## src/rtl/du_dump_collector.sv

```systemverilog
// Host-side dump collector: sends one command byte over the UART, then reassembles
// the debug unit's PC / register bank / data memory dump into a capture RAM.
module du_dump_collector #(
  parameter int BYTE       = 8,
  parameter int DWORD      = 32,
  parameter int RB_ADDR    = 5,
  parameter int ADDR       = 5,
  parameter int NB_WADDR   = 7,
  parameter int NB_TIMEOUT = 20,
  parameter logic [NB_TIMEOUT-1:0] TIMEOUT = 20'd1000000
) (
  input  logic                i_clock,
  input  logic                i_reset,
  input  logic                i_start,
  input  logic [BYTE-1:0]     i_cmd,
  output logic [BYTE-1:0]     o_tx_data,
  output logic                o_tx_start,
  input  logic                i_tx_done,
  input  logic [BYTE-1:0]     i_rx_data,
  input  logic                i_rx_done,
  output logic                o_wr_en,
  output logic [NB_WADDR-1:0] o_wr_addr,
  output logic [DWORD-1:0]    o_wr_data,
  output logic                o_busy,
  output logic                o_done,
  output logic                o_error,
  output logic [NB_WADDR-1:0] o_word_count
);

  localparam int FRAME_WORDS = 1 + (1 << RB_ADDR) + (1 << ADDR);
  localparam logic [NB_WADDR-1:0] FRAME_W = NB_WADDR'(FRAME_WORDS);

  // state   | meaning
  // IDLE    | waiting for i_start; done/error flags held
  // SEND    | command byte presented, transmit requested
  // WAIT_TX | waiting for the transmitter, timeout running
  // RECV    | assembling bytes into words, timeout between bytes
  // DONE    | full frame captured
  // ERROR   | inter-byte timeout expired
  typedef enum logic [2:0] {
    S_IDLE, S_SEND, S_WAIT_TX, S_RECV, S_DONE, S_ERROR
  } state_t;

  state_t                state_q, state_d;
  logic [BYTE-1:0]       cmd_q, cmd_d;
  logic [DWORD-1:0]      word_q, word_d;
  logic [1:0]            byte_cnt_q, byte_cnt_d;
  logic [NB_WADDR-1:0]   word_cnt_q, word_cnt_d;
  logic [NB_WADDR-1:0]   wr_addr_q, wr_addr_d;
  logic                  wr_en_q, wr_en_d;
  logic [NB_TIMEOUT-1:0] tmo_q, tmo_d;
  logic                  done_q, done_d;
  logic                  error_q, error_d;

  logic [NB_TIMEOUT-1:0] tmo_inc;
  logic                  tmo_hit;
  logic [NB_WADDR-1:0]   word_cnt_inc;

  always_ff @(posedge i_clock) begin
    if (i_reset) begin
      state_q    <= S_IDLE;
      cmd_q      <= '0;
      word_q     <= '0;
      byte_cnt_q <= '0;
      word_cnt_q <= '0;
      wr_addr_q  <= '0;
      wr_en_q    <= 1'b0;
      tmo_q      <= '0;
      done_q     <= 1'b0;
      error_q    <= 1'b0;
    end else begin
      state_q    <= state_d;
      cmd_q      <= cmd_d;
      word_q     <= word_d;
      byte_cnt_q <= byte_cnt_d;
      word_cnt_q <= word_cnt_d;
      wr_addr_q  <= wr_addr_d;
      wr_en_q    <= wr_en_d;
      tmo_q      <= tmo_d;
      done_q     <= done_d;
      error_q    <= error_d;
    end
  end

  // Saturating count; expiry is the cycle in which the count would land on TIMEOUT.
  always_comb begin
    tmo_inc      = (tmo_q == TIMEOUT) ? tmo_q : tmo_q + 1'b1;
    tmo_hit      = (tmo_inc == TIMEOUT);
    word_cnt_inc = word_cnt_q + 1'b1;
  end

  always_comb begin
    state_d    = state_q;
    cmd_d      = cmd_q;
    word_d     = word_q;
    byte_cnt_d = byte_cnt_q;
    word_cnt_d = word_cnt_q;
    wr_addr_d  = wr_addr_q;
    wr_en_d    = 1'b0;
    tmo_d      = tmo_q;
    done_d     = done_q;
    error_d    = error_q;

    case (state_q)
      S_IDLE: begin
        if (i_start) begin
          cmd_d      = i_cmd;
          done_d     = 1'b0;
          error_d    = 1'b0;
          word_d     = '0;
          byte_cnt_d = '0;
          word_cnt_d = '0;
          wr_addr_d  = '0;
          tmo_d      = '0;
          state_d    = S_SEND;
        end
      end
      S_SEND: begin
        tmo_d   = '0;
        state_d = S_WAIT_TX;
      end
      S_WAIT_TX: begin
        if (i_tx_done) begin
          tmo_d   = '0;
          state_d = S_RECV;
        end else begin
          tmo_d = tmo_inc;
          if (tmo_hit) begin
            error_d = 1'b1;
            state_d = S_ERROR;
          end
        end
      end
      S_RECV: begin
        // A byte arriving on the expiry cycle takes priority over the timeout.
        if (i_rx_done) begin
          word_d     = {i_rx_data, word_q[DWORD-1:BYTE]};
          byte_cnt_d = byte_cnt_q + 2'd1;
          tmo_d      = '0;
          if (byte_cnt_q == 2'd3) begin
            wr_en_d    = 1'b1;
            wr_addr_d  = word_cnt_q;
            word_cnt_d = word_cnt_inc;
            if (word_cnt_inc == FRAME_W) begin
              done_d  = 1'b1;
              state_d = S_DONE;
            end
          end
        end else begin
          tmo_d = tmo_inc;
          if (tmo_hit) begin
            error_d = 1'b1;
            state_d = S_ERROR;
          end
        end
      end
      S_DONE:  state_d = S_IDLE;
      S_ERROR: state_d = S_IDLE;
      default: state_d = S_IDLE;
    endcase
  end

  assign o_tx_data    = cmd_q;
  assign o_tx_start   = (state_q == S_SEND);
  assign o_wr_en      = wr_en_q;
  assign o_wr_addr    = wr_addr_q;
  assign o_wr_data    = word_q;
  assign o_busy       = (state_q == S_SEND) || (state_q == S_WAIT_TX) || (state_q == S_RECV);
  assign o_done       = done_q;
  assign o_error      = error_q;
  assign o_word_count = word_cnt_q;

endmodule

```

## config.mk

```make
export PLATFORM = sky130hd
export DESIGN_NAME = du_dump_collector
export DESIGN_NICKNAME = d
export VERILOG_FILES = /design/src/rtl/du_dump_collector.sv
export SDC_FILE = /design/constraint.sdc
export NUM_CORES = 1
export LEC_CHECK = 0
export ABC_AREA = 1
export BUFFER_PORTS_ARGS = -buffer_cell sky130_fd_sc_hd__buf_2
export CORE_AREA = 8 8 79 116
export CTS_CLUSTER_DIAMETER = 60
export DETAILED_ROUTE_END_ITERATION = 8
export DIE_AREA = 0 0 87 124
export PLACE_DENSITY = 0.89
export SLEW_MARGIN = 20
export SYNTH_ARGS = -nofsm -noshare
export SYNTH_HDL_FRONTEND = slang
export SYNTH_SLANG_ARGS = --single-unit
```

## constraint.sdc

```tcl
create_clock -name i_clock -period 2.1 [get_ports i_clock]
set_input_delay 0.105 -clock i_clock [delete_from_list [all_inputs] [get_ports i_clock]]
set_output_delay 0.105 -clock i_clock [all_outputs]
set_load 0.02 [all_outputs]
```

==> reports/metrics.csv, run 1 <==
stage;metric;value;unit
global_route;use_met1;19.84;%
floorplan;placementRows;39;
sta;tightest_slew;535.2;ps
outcome;status;finished, final reports clean;
layout;instances_no_fill;761;
sta;slew_viol_final;0;
critical_path;end_kind;register;
sta;hold_viol;0;
power_and_ir_drop;power_frac_comb;26.1;%
clock_tree;clk-insertion-delay-late;350;ps
yosys;syn_inst;574;
route;drc_errors;0;
critical_path;path_class;register to register;
clock_tree;cts_max_level;3;
min_path;hold_class;input port to register;
power_and_ir_drop;p_leak;2.075;nW
route;ant_nets;0;
yosys;avgSynthCellArea;6.923;µm²
layout;diodes;0;
route;vias;4199;
sta;fin_crit_sh;91.38;%
route;first_pass_iters;5;
floorplan;start_util;53.23;%
placed_design;gp_congestion;0.9672;
power_and_ir_drop;p_int;3.040;mW
yosys;ys_ff_latch;82;
sta;finalSetupViolCount;0;
route;drtIter0Drc;386;
yosys;synth-async-reset-ratio;0;%
clock_tree;numCtsBuffers;9;
critical_path;critPathMaxFanout;5;
yosys;syn-num-nets;600;
run;cap_violations;0;
global_route;grt_first_pass_wirelength;18.82;mm
sta;whs;15.43;ps
power_and_ir_drop;sequentialPowerShare;39.8;%
floorplan;core_area;7466;µm²
critical_path;arrival;2170;ps
floorplan;dieArea;10790;µm²
layout;fin_nets;680;
yosys;synth_top_area_share;41.31;%
route;finalWirelength;11.72;mm
critical_path;crit_top_cell;nand2_1;
layout;area_growth_syn_to_layout;22.89;%
clock_tree;cts_tree;done;
global_route;grt_antenna_before_repair;0;
yosys;synth_top_area_cell;dfxtp_1;
sta;clock.fmax;521.1;MHz
critical_path;critPathMaxStageDelay;390;ps
placed_design;dp.cells;737;
route;wl_per_cell;15.40;µm
global_route;grt.busiest_layer;met2;
sta;relSlewSlack;64.27;%
clock_tree;clkSlewWorstSetupHoldPaths;70;ps
global_route;track_usage;22.15;%
power_and_ir_drop;clkPwrFrac;34.1;%
placed_design;io_buffers;79;
power_and_ir_drop;swShare;35.09;%
sta;clock-skew-final;8.252;ps
critical_path;critPathLaunchType;register;
clock_tree;cts_max_path_buffers;2;
layout;drive_gt1_share;22.00;%
yosys;ys_warn_count;0;
clock_tree;cts.sinks;82;
yosys;synthTopCellsByArea;dfxtp_1, nand2_1, a21oi_1;
clock_tree;cts_root_buf;clkbuf_16;
route;viasPerCell;5.518;
global_route;grtUsageMet3;8.322;%
floorplan;die_y;124;µm
power_and_ir_drop;power_switching;1.644;mW
yosys;ys_seq_area_share;41.31;%
critical_path;crit_chain;ha_4 > nand3_4 > nor2_4 > nand3_1 > nand2_1 > nand2_1 > nor2_1 > nand2_1 > nor2_2 > nand3_2 > nand3_1 > nand3_1 > nand2_1 > inv_1;
layout;fillers;589;
global_route;grt_pass1_vias;4240;
sta;period_minus_slack;1919;ps
yosys;ys.flop_type;dfxtp_1;
yosys;synth_edf_count;0;
placed_design;hpwl;8.086;mm
critical_path;slowest_stage;dfxtp_2;
critical_path;required;2350;ps
global_route;met2_usage;41.13;%
yosys;synth_area;3974;µm²
global_route;grt_max_degree;43;
power_and_ir_drop;power_density;959.2;nW/µm²
power_and_ir_drop;vdd_ir_drop_max;841.5;µV
floorplan;die_w;87;µm
yosys;yosysUniqueCellTypes;29;
floorplan;ios;80;
global_route;overflow;0;
==> cell families (layout without fill, tap and decap cells) <==
logic type	Yosys count	in the layout	synth area share, %
xor+xnor	15	15	3.495
flops	82	82	41.31
buf+inv	73	158	7.116
compound gates	121	121	15.84
simple gates	278	278	30.67
fa+ha+maj	5	5	1.574
==> metrics by stage <==
stage	power, mW	utilization [%]	TNS (ps)	area, µm²	setup slack (ps)
2_1_floorplan	2.686	-	0	3974	372.8
3_3_place_gp	3.045	59.66	0	4454	161.4
3_5_place_dp	3.078	59.66	0	4454	77.13
4_1_cts	4.695	64.81	0	4838	61.10
5_1_grt	4.909	65.41	-54.10	4883	-44.88
6_report	4.684	65.41	0	4883	181.0
==> placed cells by master, fill, tap and decap left out, types with 2 or more instances in the layout <==
| master | instances |
|---|---|
| nand2_1 | 129 |
| buf_2 | 79 |
| dfxtp_1 | 78 |
| a21oi_1 | 77 |
| nor2_1 | 75 |
| inv_1 | 40 |
| o21ai_0 | 35 |
| nand3_1 | 33 |
| xor2_1 | 11 |
| clkbuf_16 | 9 |
| buf_4 | 9 |
| nor2_2 | 8 |
| dlygate4sd3_1 | 8 |
| nor2_4 | 7 |
| nand2_2 | 7 |
| nand4_1 | 7 |
| inv_2 | 6 |
| nand3b_1 | 4 |
| ha_1 | 4 |
| dfxtp_2 | 4 |
| nor3_1 | 3 |
| o21ai_1 | 3 |
| xnor2_1 | 3 |
| clkinvlp_4 | 3 |
| nand3_2 | 2 |
| a2bb2oi_1 | 2 |
| clkinv_4 | 2 |
==> final timing paths <==
| check | start | end | slack [ps] | cells after the start |
|---|---|---|---|---|
| min | i_cmd[7] | o_tx_data[7] | 20 | 3 |
| max | tmo_q[0] | state_q[1] | 180 | 14 |
| min reg2reg | o_tx_data[6] | o_tx_data[6] | 460 | 2 |
| max reg2reg | tmo_q[0] | state_q[1] | 180 | 14 |
==> power groups by stage <==
stage | combinational, mW | sequential (mW) | clock [mW]
3_3_place_gp | 1.16 | 1.88 | 0
2_1_floorplan | 0.621 | 2.06 | 0
6_report | 1.22 | 1.87 | 1.60
5_1_grt | 1.33 | 1.89 | 1.69
4_1_cts | 1.21 | 1.86 | 1.62
3_5_place_dp | 1.19 | 1.89 | 0
==> flip-flops by register name, indices dropped and copies added (netlist names) <==
register	flops
o_wr_data	32
o_wr_en	1
o_error	1
o_done	1
state_q	3
o_word_count	7
o_tx_data	8
o_wr_addr	7
tmo_q	20
byte_cnt_q	2
==> worst max-delay path, delay by kind of cell, from the launching register on <==
kind / cells / cell delay (ps)
and+or+nand+nor: 12 / 1210
DFF: 1 / 390
adders and majority gates: 1 / 180
buffers and inverters: 1 / 40
==> layout make-up <==
type                            count  area [µm²]  area share, %
Multi-Input combinational cell    419        2090          42.79
Sequential cell                    82        1647          33.72
Timing Repair Buffer               96       543.0          11.12
Clock buffer                        9       225.2          4.612
Inverter                           46       172.7          3.536
Tap cell                          102       127.6          2.613
Clock inverter                      7       78.83          1.614
==> what timing repair did <==
action                     CTS  global route
hold endpoints to repair     8             0
setup buffers                0             0
hold buffers                 8             0
resized for setup            0            14
setup endpoints to repair    0             4
==> per-layer routing <==
metal	wire (µm)	vias up	share of wire (%)
met5	0	-	0
met4	453	0	3.9
met3	900	44	7.7
met2	6282	168	54
met1	4087	1973	35
li1	-	2014	-
==> Yosys cell counts, types with 3 or more instances <==
cell      instances
nand2_1         129
dfxtp_1          82
nor2_1           79
a21oi_1          77
inv_1            41
o21ai_0          35
nand3_1          33
clkbuf_1         17
xor2_1           11
buf_2             7
nand2_2           7
nand4_1           7
nor2_4            6
ha_1              5
inv_2             5
nor2_2            5
nand3b_1          4
nor3_1            4
buf_1             3
nand3_2           3
o21ai_1           3
xnor2_1           3
Power figures use the tool's default switching activity.
==> run 2, diff against run 1 <==
==> constraint.sdc (replaced) <==
create_clock -name i_clock -period 1.9 [get_ports i_clock]
set_input_delay 0.095 -clock i_clock [delete_from_list [all_inputs] [get_ports i_clock]]
set_output_delay 0.095 -clock i_clock [all_outputs]
set_load 0.02 [all_outputs]
==> run 2 against run 1 <==
  * Clock power is 11% higher
  * Clock skew is 2.0 ps lower
  * Sequential power is 11% higher
  * Worst hold slack worse by 2.0 ps
  * Largest power group unchanged
  * Total power is 11% higher
  * Routed wire length is 1.2% higher
==> reports/metrics.csv, run 2 (synthesis gave the netlist of run 1 again) <==
stage;metric;value;unit
clock_tree;cts_max_path_buffers;2;
critical_path;slowest_stage;dfxtp_4;
critical_path;r2r_setup_slack;10;ps
sta;fin_crit_sh;99.22;%
floorplan;ios;80;
sta;whs;13.40;ps
layout;fillers;581;
layout;layout_common_cells;nand2_1, buf_2, a21oi_1;
global_route;track_usage;22.11;%
critical_path;end_kind;register;
floorplan;die_y;124;µm
critical_path;required;2180;ps
route;viasPerCell;5.411;
floorplan;die_w;87;µm
sta;tightest_slew;440.8;ps
sta;hold_viol;0;
floorplan;dieArea;10790;µm²
layout;diodes;0;
clock_tree;cts.sinks;82;
min_path;hold_start;i_rx_data[0];
critical_path;critPathLaunchType;register;
layout;largest_register_ffs;32;
global_route;grt_antenna_before_repair;0;
global_route;overflow;0;
run;cap_violations;0;
min_path;holdPathEnd;o_wr_data[24];
sta;period_minus_slack;1885;ps
floorplan;core_area;7466;µm²
layout;drive_gt1_share;27.80;%
route;drtIter0Drc;387;
critical_path;reg2regPathDepth;13;
critical_path;crit_top_cell;nand2_1;
floorplan;placementRows;39;
placed_design;gp_congestion;0.9552;
clock_tree;numCtsBuffers;9;
sta;finalSetupViolCount;0;
placed_design;io_buffers;79;
sta;clock.fmax;530.5;MHz
power_and_ir_drop;vdd_ir_drop_max;1020;µV
route;drc_errors;0;
sta;rsz0062_at_grt;true;
sta;fin_tns_setup;0;ps
placed_design;placed_area;4519;µm²
critical_path;critPathMaxStageDelay;390;ps
layout;fin_util;67.72;%
placed_design;hpwl;8.167;mm
clock_tree;cts_tree;done;
clock_tree;cts_root_buf;clkbuf_16;
layout;fin_nets;690;
floorplan;start_util;53.23;%
clock_tree;clkSlewWorstSetupHoldPaths;60;ps
critical_path;crit_chain;ha_4 > nand3_4 > nor2_4 > nand3_2 > nand2_2 > nand2_1 > nor2_1 > nand2_1 > nor2_2 > nand3_2 > nand2_1 > nand2_1 > a21oi_2;
sta;relSlewSlack;70.61;%
global_route;grt_max_degree;43;
route;wl_per_cell;15.39;µm
layout;area_growth_syn_to_layout;27.24;%
layout;final_area;5056;µm²
sta;slew_viol_final;0;
power_and_ir_drop;power_density;1032;nW/µm²
critical_path;path_class;register to register;
placed_design;pre_cts_slack;-46.56;ps
min_path;hold_class;input port to register;
route;ant_nets;0;
min_path;min_path_cells;3;
route;first_pass_iters;5;
critical_path;critPathMaxFanout;4;
clock_tree;cts_max_level;3;
clock_tree;clk-insertion-delay-late;350;ps
layout;layout_commonest_cell;nand2_1;
route;finalWirelength;11.86;mm
sta;clock-skew-final;6.233;ps
critical_path;r2r-start;tmo_q[1];
critical_path;r2r_end;state_q[0];
critical_path;arrival;2160;ps
global_route;grt_pass1_vias;4144;
route;vias;4172;
sta;timing.final.ws_setup;14.86;ps
global_route;grt_first_pass_wirelength;18.83;mm
outcome;status;finished, final reports clean;
power_and_ir_drop;p_leak;2.178;nW
## run 2: changes by cell type in the layout (fill, tap and decap cells not counted), sizes merged
cell         previous run  this run
buf                    88        99
dlygate4sd3             8         7
## run 2: per-stage QoR
stage	total power, mW	cells
2_1_floorplan	2.968	574
3_3_place_gp	3.397	744
3_5_place_dp	3.436	744
4_1_cts	5.212	767
5_1_grt	5.439	771
6_report	5.220	771
## run 2: worst max-delay path, delay by kind of cell, from the launching register on
| family | cells | cell delay (ps) |
|---|---|---|
| AOI/OAI and AO/OA | 1 | 140 |
| DFF | 1 | 390 |
| and+or+nand+nor | 11 | 1110 |
| adders and majority gates | 1 | 160 |
## run 2: how the worst max path moves through the flow
stage	start	endpoint	slack, ps	cells past startpoint
after floorplan	tmo_q[0]	state_q[1]	170	14
after global placement	tmo_q[16]	state_q[1]	2	11
after detailed placement	tmo_q[0]	state_q[1]	-50	14
after CTS	tmo_q[19]	state_q[1]	4	11
after global routing	tmo_q[2]	state_q[1]	-150	13
final	tmo_q[1]	state_q[0]	10	13
## run 2: what timing repair did
action / in CTS / in global routing
pin swaps: 1 / 12
setup endpoints to repair: 5 / 38
setup buffers: 0 / 4
gates resized for setup: 10 / 39
hold buffers: 7 / 0
endpoints found under the hold margin: 7 / 0
## run 2: power breakdown
| part | switching [mW] | internal (mW) |
|---|---|---|
| Sequential | 0.149 | 1.92 |
| Clock | 0.741 | 1.03 |
| Combinational | 0.943 | 0.443 |
## run 2: cell type report
type | count | area (µm²) | area share [%]
multi-input combinational | 419 | 2152 | 42.56
tap | 102 | 127.6 | 2.524
sequential | 82 | 1672 | 33.06
clock inverter | 7 | 78.83 | 1.559
inverter | 46 | 172.7 | 3.415
clock buffer | 9 | 225.2 | 4.454
timing repair buffer | 106 | 628.1 | 12.42
## run 2: layer usage
layer	vias up	track usage (%)	part of all wire, %
met1	1964	20.99	36
met5	-	0	0
li1	2032	-	-
met3	34	7.464	6.6
met4	0	13.74	3.6
met2	142	40.03	54
==> run 3, diff against run 2 <==
--- a/config.mk
+++ b/config.mk
@@ -7,11 +7,11 @@
 export LEC_CHECK = 0
 export ABC_AREA = 1
 export BUFFER_PORTS_ARGS = -buffer_cell sky130_fd_sc_hd__buf_2
-export CORE_AREA = 8 8 79 116
+export CORE_AREA = 2 2 73 110
 export CTS_CLUSTER_DIAMETER = 60
 export DETAILED_ROUTE_END_ITERATION = 8
-export DIE_AREA = 0 0 87 124
-export PLACE_DENSITY = 0.89
+export DIE_AREA = 0 0 75 112
+export PLACE_DENSITY = 0.78
 export SLEW_MARGIN = 20
 export SYNTH_ARGS = -nofsm -noshare
 export SYNTH_HDL_FRONTEND = slang
==> run 3 against run 2 <==
  * Register-to-register slack better by 30 ps
  * Flip-flop and latch count stayed put
  * Non-clock buffer count is 4 higher
  * Core utilization is 0.28 points higher
  * Global-route usage is 5.4 points higher
  * Cell count is 0.52% higher
  * Critical path type unchanged
==> reports/metrics.csv, run 3 (synthesis gave the netlist of run 1 again) <==
stage;metric;value;unit
critical_path;arrival;2090;ps
power_and_ir_drop;clkPwrFrac;33.7;%
critical_path;r2r-start;tmo_q[2];
clock_tree;clk-insertion-delay-late;340;ps
placed_design;io_buffers;79;
placed_design;dp.cells;750;
route;ant_nets;0;
route;first_pass_iters;5;
critical_path;required;2140;ps
placed_design;placed_area;4564;µm²
clock_tree;cts_max_level;3;
floorplan;dieArea;8400;µm²
power_and_ir_drop;vdd_ir_drop_max;975.9;µV
placed_design;gp_congestion;0.9537;
sta;relSlewSlack;68.46;%
power_and_ir_drop;p_leak;2.171;nW
global_route;grt_first_pass_wirelength;18.16;mm
clock_tree;cts_root_buf;clkbuf_16;
sta;tightest_slew;472.0;ps
route;viasPerCell;5.320;
sta;slew_viol_final;0;
min_path;hold_start;i_rx_data[5];
power_and_ir_drop;p_int;3.401;mW
clock_tree;cts_tree;done;
global_route;grt_pass1_vias;4133;
layout;instances_no_fill;775;
critical_path;end_kind;register;
clock_tree;clkSlewWorstSetupHoldPaths;70;ps
layout;layout_commonest_cell;nand2_1;
floorplan;placementRows;39;
sta;period_minus_slack;1853;ps
critical_path;r2r_end;state_q[1];
critical_path;critPathMaxFanout;5;
outcome;status;finished, final reports clean;
power_and_ir_drop;power_switching;1.785;mW
sta;rsz0062_at_grt;true;
clock_tree;numCtsBuffers;9;
route;finalWirelength;11.18;mm
layout;layout_common_cells;nand2_1, buf_2, a21oi_1;
clock_tree;cts_max_path_buffers;2;
layout;drive_gt1_share;27.04;%
floorplan;ios;80;
route;vias;4123;
sta;fin_crit_sh;97.52;%
layout;largest_register_ffs;32;
sta;hold_viol;0;
route;drtIter0Drc;243;
power_and_ir_drop;sequentialPowerShare;39.9;%
sta;whs;8.710;ps
floorplan;core_area;7466;µm²
min_path;holdPathEnd;o_wr_data[29];
global_route;grt_max_degree;43;
placed_design;hpwl;7.684;mm
sta;clock-skew-final;7.258;ps
route;wl_per_cell;14.42;µm
floorplan;start_util;53.23;%
layout;area_growth_syn_to_layout;27.77;%
global_route;track_usage;27.52;%
clock_tree;cts.sinks;82;
layout;final_area;5077;µm²
global_route;grt_antenna_before_repair;0;
sta;clock.fmax;539.7;MHz
power_and_ir_drop;swShare;34.42;%
critical_path;path_class;register to register;
critical_path;r2r_setup_slack;50;ps
min_path;hold_class;input port to register;
min_path;min_path_cells;3;
sta;finalSetupViolCount;0;
critical_path;reg2regPathDepth;14;
power_and_ir_drop;power_density;1021;nW/µm²
layout;fin_util;68.01;%
layout;diodes;0;
power_and_ir_drop;power_frac_comb;26.4;%
floorplan;die_y;112;µm
floorplan;die_w;75;µm
power_and_ir_drop;power;5.186;mW
run;cap_violations;0;
global_route;overflow;0;
layout;fin_nets;694;
route;drc_errors;0;
critical_path;critPathLaunchType;register;
==> run 3: layer usage <==
metal	GRT usage (%)	vias to the layer above	wire length, µm
met1	28.26	1919	4176
li1	-	2041	-
met3	6.968	40	488
met4	14.64	0	490
met5	0	-	0
met2	48.83	123	6020
==> run 3: repair_timing <==
item                                    4_1_cts  5_1_grt
resized for setup                             6       36
endpoints found under the setup margin        3       13
pin swaps                                     1       13
hold buffers                                  7        0
endpoints found under the hold margin         7        0
buffers inserted                              0        2
==> run 3: per-stage QoR <==
step                setup WS, ps  TNS [ps]
finish                     47.13         0
global route              -69.14    -518.2
CTS                        21.13         0
detailed placement        -27.91    -27.91
global placement           71.80         0
floorplan                  172.8         0
==> run 3: area by class of cell <==
class | instances | area, µm²
fill | 614 | 2389
multi-input combinational | 419 | 2146
sequential | 82 | 1669
timing repair buffer | 110 | 658.1
clock buffer | 9 | 225.2
inverter | 46 | 172.7
tap | 102 | 127.6
clock inverter | 7 | 78.83
==> run 3: how the worst max path moves through the flow <==
stage | from | to | slack (ps)
6_report | tmo_q[2] | state_q[1] | 50
5_1_grt | tmo_q[5] | state_q[1] | -70
4_1_cts | tmo_q[0] | state_q[1] | 20
3_5_place_dp | tmo_q[0] | state_q[1] | -30
3_3_place_gp | tmo_q[19] | state_q[1] | 70
2_1_floorplan | tmo_q[0] | state_q[1] | 170
==> run 3: critical path: stages, from the launching register on <==
cell,delay [ps]
dfxtp_2,380
inv_2,110
nand2_1,70
nor2_2,140
nand2_1,70
nor2_1,150
nand3_1,130
nand2_1,90
nand3_1,80
nor2_2,160
nand3_2,140
nand3_2,80
nand3_1,60
nand2_1,60
inv_1,40
==> run 3: power by group through the flow <==
stage                     logic (mW)  clock network (mW)  registers [mW]
final                           1.37                1.75            2.07
after global routing            1.50                1.85            2.09
after CTS                       1.35                1.77            2.06
after detailed placement        1.33                   0            2.09
after global placement          1.31                   0            2.09
after floorplan                0.686                   0            2.28
